`src/rtl/cpu7_exu_excp_ctl_if.sv`:
```
// Redirect handshake between the _e exception arbiter (master) and the IFU (slave).
// redirect_vld/redirect_pc are held stable until the cycle ifu_redirect_ack is high.
interface cpu7_exu_excp_ctl_if #(
   parameter int GRLEN = 32
);
   logic             redirect_vld;
   logic [GRLEN-1:0] redirect_pc;
   logic             ifu_redirect_ack;

   modport master (
      output redirect_vld,
      output redirect_pc,
      input  ifu_redirect_ack
   );

   modport slave (
      input  redirect_vld,
      input  redirect_pc,
      output ifu_redirect_ack
   );
endinterface

```
`src/rtl/cpu7_exu_excp_ctl.sv`:
```
// _e stage exception/ERTN arbiter: pulses one CSR control per event, holds a redirect
// to the IFU until acked, then squashes _e for DRAIN_CYC cycles while the new stream arrives.
module cpu7_exu_excp_ctl #(
   parameter int GRLEN     = 32,
   parameter int DRAIN_CYC = 2,
   parameter int ECODE_W   = 6
) (
   input  logic                clk,
   input  logic                rst,
   input  logic                valid_e,
   input  logic [GRLEN-1:0]    pc_e,
   input  logic                ale_e,
   input  logic [GRLEN-1:0]    badv_e,
   input  logic                illinst_e,
   input  logic                ertn_e,
   input  logic                timer_intr,
   input  logic [GRLEN-1:0]    csr_eentry,
   input  logic [GRLEN-1:0]    csr_era,
   output logic                exu_ifu_except,
   output logic                ecl_csr_ale_e,
   output logic                ecl_csr_illinst_e,
   output logic                ecl_csr_ertn_e,
   output logic [GRLEN-1:0]    lsu_csr_badv_e,
   output logic                kill_e,
   output logic [ECODE_W-1:0]  ecode,
   output logic [1:0]          dbg_state,
   cpu7_exu_excp_ctl_if.master redir
);

   typedef enum logic [1:0] {
      S_IDLE  = 2'd0,
      S_REDIR = 2'd1,
      S_DRAIN = 2'd2
   } state_t;

   localparam logic [2:0]         L_DRAIN_INIT = 3'(DRAIN_CYC - 1);
   localparam logic [ECODE_W-1:0] L_ECODE_INT  = ECODE_W'('h00);
   localparam logic [ECODE_W-1:0] L_ECODE_INE  = ECODE_W'('h0D);
   localparam logic [ECODE_W-1:0] L_ECODE_ALE  = ECODE_W'('h09);

   state_t             r_state, w_state_nxt;
   logic [2:0]         r_cnt, w_cnt_nxt;
   logic [GRLEN-1:0]   r_redirect_pc, w_redirect_pc_nxt;
   logic [ECODE_W-1:0] r_ecode, w_ecode_nxt;
   logic               w_idle, w_ev, w_rt;
   logic               w_unused;

   // ERA for the redirect comes from the CSR block, so pc_e has no consumer here.
   assign w_unused = ^pc_e;

   always_comb begin
      // In the reset cycle the combinational side behaves as if already IDLE.
      w_idle = (r_state == S_IDLE) | rst;
      w_ev   = w_idle & valid_e & (timer_intr | illinst_e | ale_e);
      w_rt   = w_idle & valid_e & ertn_e & ~w_ev;

      exu_ifu_except    = w_ev;
      ecl_csr_illinst_e = w_ev & ~timer_intr & illinst_e;
      ecl_csr_ale_e     = w_ev & ~timer_intr & ~illinst_e & ale_e;
      ecl_csr_ertn_e    = w_rt;
      kill_e            = w_ev | ~w_idle;
      lsu_csr_badv_e    = badv_e;
   end

   always_comb begin
      w_state_nxt       = r_state;
      w_cnt_nxt         = r_cnt;
      w_redirect_pc_nxt = r_redirect_pc;
      w_ecode_nxt       = r_ecode;
      case (r_state)
         S_IDLE: begin
            if (w_ev | w_rt) begin
               w_state_nxt       = S_REDIR;
               w_redirect_pc_nxt = w_ev ? csr_eentry : csr_era;
            end
            if (w_ev) begin
               if (timer_intr)     w_ecode_nxt = L_ECODE_INT;
               else if (illinst_e) w_ecode_nxt = L_ECODE_INE;
               else                w_ecode_nxt = L_ECODE_ALE;
            end
         end
         S_REDIR: begin
            if (redir.ifu_redirect_ack) begin
               w_state_nxt = S_DRAIN;
               w_cnt_nxt   = L_DRAIN_INIT;
            end
         end
         S_DRAIN: begin
            if (r_cnt == 3'd0) w_state_nxt = S_IDLE;
            else               w_cnt_nxt   = r_cnt - 3'd1;
         end
         default: w_state_nxt = S_IDLE;
      endcase
   end

   always_ff @(posedge clk) begin
      if (rst) begin
         r_state       <= S_IDLE;
         r_cnt         <= 3'd0;
         r_redirect_pc <= '0;
         r_ecode       <= '0;
      end else begin
         r_state       <= w_state_nxt;
         r_cnt         <= w_cnt_nxt;
         r_redirect_pc <= w_redirect_pc_nxt;
         r_ecode       <= w_ecode_nxt;
      end
   end

   assign redir.redirect_vld = (r_state == S_REDIR);
   assign redir.redirect_pc  = r_redirect_pc;
   assign ecode              = r_ecode;
   assign dbg_state          = r_state;

endmodule

```
`src/flat_wrapper.sv`:
```
// flat-port wrapper written by rule: the top's interface ports become plain ports
module cpu7_exu_excp_ctl_flat 
#(
   parameter int GRLEN     = 32,
   parameter int DRAIN_CYC = 2,
   parameter int ECODE_W   = 6
)
  (clk, rst, valid_e, pc_e, ale_e, badv_e, illinst_e, ertn_e, timer_intr, csr_eentry, csr_era, exu_ifu_except, ecl_csr_ale_e, ecl_csr_illinst_e, ecl_csr_ertn_e, lsu_csr_badv_e, kill_e, ecode, dbg_state, redir_redirect_vld, redir_redirect_pc, redir_ifu_redirect_ack);
  cpu7_exu_excp_ctl_if #(.GRLEN(GRLEN)) redir_i ();
  input  logic clk;
  input  logic rst;
  input  logic valid_e;
  input  logic [GRLEN-1:0] pc_e;
  input  logic ale_e;
  input  logic [GRLEN-1:0] badv_e;
  input  logic illinst_e;
  input  logic ertn_e;
  input  logic timer_intr;
  input  logic [GRLEN-1:0] csr_eentry;
  input  logic [GRLEN-1:0] csr_era;
  output logic exu_ifu_except;
  output logic ecl_csr_ale_e;
  output logic ecl_csr_illinst_e;
  output logic ecl_csr_ertn_e;
  output logic [GRLEN-1:0] lsu_csr_badv_e;
  output logic kill_e;
  output logic [ECODE_W-1:0] ecode;
  output logic [1:0] dbg_state;
  output wire logic [$bits(redir_i.redirect_vld)-1:0] redir_redirect_vld;
  output wire logic [$bits(redir_i.redirect_pc)-1:0] redir_redirect_pc;
  input wire logic [$bits(redir_i.ifu_redirect_ack)-1:0] redir_ifu_redirect_ack;
  assign redir_redirect_vld = redir_i.redirect_vld;
  assign redir_redirect_pc = redir_i.redirect_pc;
  assign redir_i.ifu_redirect_ack = redir_ifu_redirect_ack;
  cpu7_exu_excp_ctl #(.GRLEN(GRLEN), .DRAIN_CYC(DRAIN_CYC), .ECODE_W(ECODE_W)) u_core (.clk(clk), .rst(rst), .valid_e(valid_e), .pc_e(pc_e), .ale_e(ale_e), .badv_e(badv_e), .illinst_e(illinst_e), .ertn_e(ertn_e), .timer_intr(timer_intr), .csr_eentry(csr_eentry), .csr_era(csr_era), .exu_ifu_except(exu_ifu_except), .ecl_csr_ale_e(ecl_csr_ale_e), .ecl_csr_illinst_e(ecl_csr_illinst_e), .ecl_csr_ertn_e(ecl_csr_ertn_e), .lsu_csr_badv_e(lsu_csr_badv_e), .kill_e(kill_e), .ecode(ecode), .dbg_state(dbg_state), .redir(redir_i));
endmodule
```
`config.mk`:
```
export PLATFORM = sky130hd
export DESIGN_NAME = cpu7_exu_excp_ctl_flat
export DESIGN_NICKNAME = d
export VERILOG_FILES = /design/src/rtl/cpu7_exu_excp_ctl_if.sv /design/src/rtl/cpu7_exu_excp_ctl.sv /design/src/flat_wrapper.sv
export SDC_FILE = /design/constraint.sdc
export NUM_CORES = 1
export LEC_CHECK = 0
export CORE_MARGIN = 2
export CORE_UTILIZATION = 34
export CTS_BUF_LIST = sky130_fd_sc_hd__clkbuf_8
export DETAILED_ROUTE_END_ITERATION = 16
export MAX_ROUTING_LAYER = met4
export PLACE_DENSITY_LB_ADDON = 0.12
export SLEW_MARGIN = 0
export SYNTH_ARGS = -nofsm -noshare
export SYNTH_HDL_FRONTEND = slang
export SYNTH_SLANG_ARGS = --single-unit
```
`constraint.sdc`:
```
create_clock -name clk -period 2.6 [get_ports clk]
set_input_delay 0.78 -clock clk [delete_from_list [all_inputs] [get_ports clk]]
set_output_delay 0.78 -clock clk [all_outputs]
set_load 0.01 [all_outputs]
```
======== Word level (Yosys, flattened, before mapping) ========
Cells that the tools add are included.
word-level totals
  register bits ........................... 43
  input port bits ......................... 136
  output and inout port bits .............. 78
  logic and storage cells ................. 45
cells by class
  $add $sub $neg .......................... 1
  equality and inequality tests ........... 6
  muxes and demuxes ....................... 10
  bitwise gates (word level) .............. 17
  reduce and logical (&&, ||, !) cells .... 7
operators with widths
  cell                   count
  $mux W32               1
  $mux W3                3
  $and A1 B1 Y1          8
  $mux W2                3
  $mux W6                1
  $pmux W2 S3            1
  $pmux W3 S2            1
  $reduce_and A3 Y1      2
  $or A1 B1 Y1           5
  $ne A2 B1 Y1 const B   2
  $ne A2 B2 Y1 const B   2
  $not A1 Y1             4
  $reduce_and A2 Y1      2
  $logic_not A3 Y1       1
  $sub A3 B1 Y3 const B  1
  $eq A2 B1 Y1 const B   1
  $eq A2 B2 Y1 const B   1
  $logic_not A2 Y1       1
  $reduce_bool A2 Y1     1

======== Longest topological paths before layout ========
  depth in word-level cells ............... 9
  mapped depth ............................ 6
  mapped depth without buffers ............ 6

======== Worst setup path after synthesis ========
Ideal clock, no wire load.
  kind .................................... input -> output
  start ................................... input valid_e
  end ..................................... output ecl_csr_ale_e
  data arrival time ....................... 1.829 ns
  data required time ...................... 1.820 ns
  path slack .............................. -0.009 ns
  stages .................................. 4
  buffers on the path ..................... 2
  cell sequence ........................... buf_2 -> clkbuf_1 -> nand2_1 -> nor4b_1
on the way
  word-level cells in the longest chain between the ends .. 5
ends and longest elaborated chain
  what                        line                     source
  from (decl)                 flat_wrapper.sv:12       input logic valid_e;
  $and A1 B1 Y1 (2 in a row)  cpu7_exu_excp_ctl.sv:54  w_ev = w_idle & valid_e & (timer_intr | illinst_e | ale_e);
  $and A1 B1 Y1 (3 in a row)  cpu7_exu_excp_ctl.sv:59  ecl_csr_ale_e = w_ev & ~timer_intr & ~illinst_e & ale_e;
  to (decl)                   flat_wrapper.sv:22       output logic ecl_csr_ale_e;
Every way passes these cells.

======== Final worst setup path ========
  start ................................... input ale_e
  end ..................................... output kill_e
on the way
  word-level cells in the longest chain between the ends .. 3
ends and longest elaborated chain
  what           line                     source
  from (decl)    flat_wrapper.sv:14       input logic ale_e;
  $or A1 B1 Y1   cpu7_exu_excp_ctl.sv:54
  $and A1 B1 Y1  cpu7_exu_excp_ctl.sv:54
  $or A1 B1 Y1   cpu7_exu_excp_ctl.sv:61  kill_e = w_ev | ~w_idle;
  to (decl)      flat_wrapper.sv:26       output logic kill_e;
Every way passes these cells.

==> reports/qor.txt <==
Die Area: 8570 um^2
DRT Wirelength: 8010 um
fmax: 393 MHz
Die Y-Extent: 92.6 um
Initial Util: 34.9%
Num CTS Buffers: 5
Max-Cap Viols: 0
Post-DRT Antenna Nets: 0
Clock Latency Late Sink: 300 ps
most common cell after layout, fill and taps aside: clkdlybuf4s50_1
H-tree levels: 2
first-pass GRT wire length: 12300 um
Via density: 5.45
Clock transition at path regs: 80 ps
TritonCTS clock tree: yes
crit path time final: 2540 ps
vias in the first global route: 2474
dpl cells: 455
critical path's top delay family: buffers and inverters
hold_sp: u_core.ecode[2]
WL per Instance: 17.2 um
critical path arrival: 1760 ps
Slowest cell on crit path: dlygate4sd2_1
cell taking the most area after synthesis: dfxtp_1
final cell count without fillers: 465
clk buf depth: 2
DRC viols: 0
synth warn: 0
IO Pins: 214
Cell Chain, Critical Path: dlygate4sd2_1 > nor3_4 > buf_4 > o21ai_0 > clkdlybuf4s15_1
Leak: 1.30 nW
Tot GR Track Use: 18.3%
CP max FO: 4
largest cells by area after synthesis: dfxtp_1, a311oi_2, nand4b_1
Setup crit end kind: output pin
Netlist cell types: 34
global placement routability congestion: 0.766
synth-to-layout area growth: 43.6%
Worst Max-Slew Pin Slew: 812 ps
Synth Instances: 287
GRT overflow: 0
detailed-placement wirelength estimate: 5460 um
Fin. Hold Viols: 0
Ant. Diodes: 0
CTS root buffer: clkbuf_8
Synth top area share: 29.3%
die span in x: 92.6 um
worst r2r src: u_core.dbg_state[1]
Required @ worst endpoint: 1820 ps
hold slack final: 474 ps
CP startpoint: ale_e
most frequent cells in the layout: clkdlybuf4s50_1, dfxtp_1, a21oi_1
DRC marker count from the first detailed-route iteration: 132
port bufs: 114
crit-path max cell delay: 300 ps
Setup CP Type: primary input to output pin
final slew viol count: 0
Power Dens Cells: 462 nW/um^2
Setup violations, final: 0
fin nets: 500
antenna violations before repair: 0
crit start category: primary input
DR vias: 2536
Max IR drop VDD: 0.000238 V
Core Area: 7650 um^2
largest net degree at the start of global routing: 41
sequential area share after synthesis: 29.3%
CTS Hold Bufs: 0
skew final: 5.53 ps
Slew HR: 45.9%
#FFs+latches synth: 39
CTS sink count: 39
FP Rows: 32
RSZ-0062 raised after global routing: false
outcome: complete, no violations
syn_area_per_cell: 9.30 um^2
Hold Crit Class: register to register
Bufs and invs on worst path: 3
layout cell share with drive strength beyond 1: 19.8%
period utilisation layout: 97.9%
first drt pass iteration count: 4
Post-Synthesis Cell Area: 2670 um^2
state kept, by name (all words and copies together) (netlist names):
name and count:
u_core.redir.redirect_pc 32, u_core.ecode 2, u_core.dbg_state 2, u_core.r_cnt 3
cells by family after synthesis:
logic type,after synthesis,synth area share [%]
AO/OA/AOI/OAI,109,35.8
XOR/XNOR,1,0.328
adder cells (fa/ha/maj),2,0.937
buffers and inverters,78,17.3
flip-flops,39,29.3
other,1,0.141
AND/OR/NAND/NOR,57,16.2
final timing paths:
kind                                                    end  slack [ps]  cells after the start
worst max-delay path                                 kill_e          60                      5
worst min-delay path                        u_core.ecode[2]         470                      2
worst max register to register  u_core.redir.redirect_pc[0]         830                      4
worst min register to register              u_core.ecode[2]         470                      2
Yosys cell counts:
cell and count:
nor3b_1 1, clkinv_1 1, nand4b_1 32, o21ba_2 1, xnor2_1 1, nor2_1 5
nand2_1 3, nor3b_2 1, a311oi_1 2, dfxtp_1 39, or3b_2 2, buf_1 2
and2_1 1, a311oi_2 30, nor3_1 3, o211ai_1 1, clkbuf_1 27, nor4b_1 1
buf_4 36, nand3b_1 4, conb_1 1, inv_1 4, o41ai_1 1, a21oi_1 37
ha_1 2, o21ai_0 2, o21bai_1 1, o31ai_1 32, nand3_1 1, buf_2 4
or4_1 1, buf_6 4, nor2b_1 2, a221oi_1 2
final cells by class:
type / count / area (um^2)
Fill cell: 760 / 3810
Timing Repair Buffer: 139 / 1340
Multi-Input combinational cell: 172 / 1460
Clock buffer: 7 / 96.3
Inverter: 5 / 18.8
Sequential cell: 39 / 781
Tap cell: 102 / 128
Clock inverter: 1 / 3.75
worst reg2reg max path, stage by stage, from the launching register on:
cell      delay [ps]
dfxtp_1          350
buf_4            190
o21ba_2          690
o31ai_1          180
a311oi_2         270
what timing repair did:
item | CTS | global route
resized for setup | 12 | 2
endpoints found under the hold margin | 0 | 0
pin swaps | 1 | 0
setup endpoints to repair | 5 | 1
setup buffers | 2 | 0
report_power, final:
part / internal [mW] / total, mW / switching (mW)
logic: 0.341 / 0.625 / 0.284
clock network: 0.238 / 0.458 / 0.220
registers: 0.655 / 0.686 / 0.0316
layer usage:
layer	GRT usage [%]	share of wire, %
met1	21.6	43
met2	31.6	49
met3	4.31	6.8
met4	4.60	1.4
met5	-	0
through the flow:
stage	TNS [ps]	total power [mW]	worst slack, ps	instance area [um^2]	utilization [%]
floorplan	0	1.07	113	2680	-
detailed placement	-5830	1.33	-524	3720	48.6
finish	0	1.77	55.5	3830	50.1
CTS	0	1.79	13.5	3830	50.1
global route	0	1.85	2.48	3830	50.1
global placement	-6190	1.32	-508	3720	48.6
No activity file was read; power rests on OpenSTA's default activity.
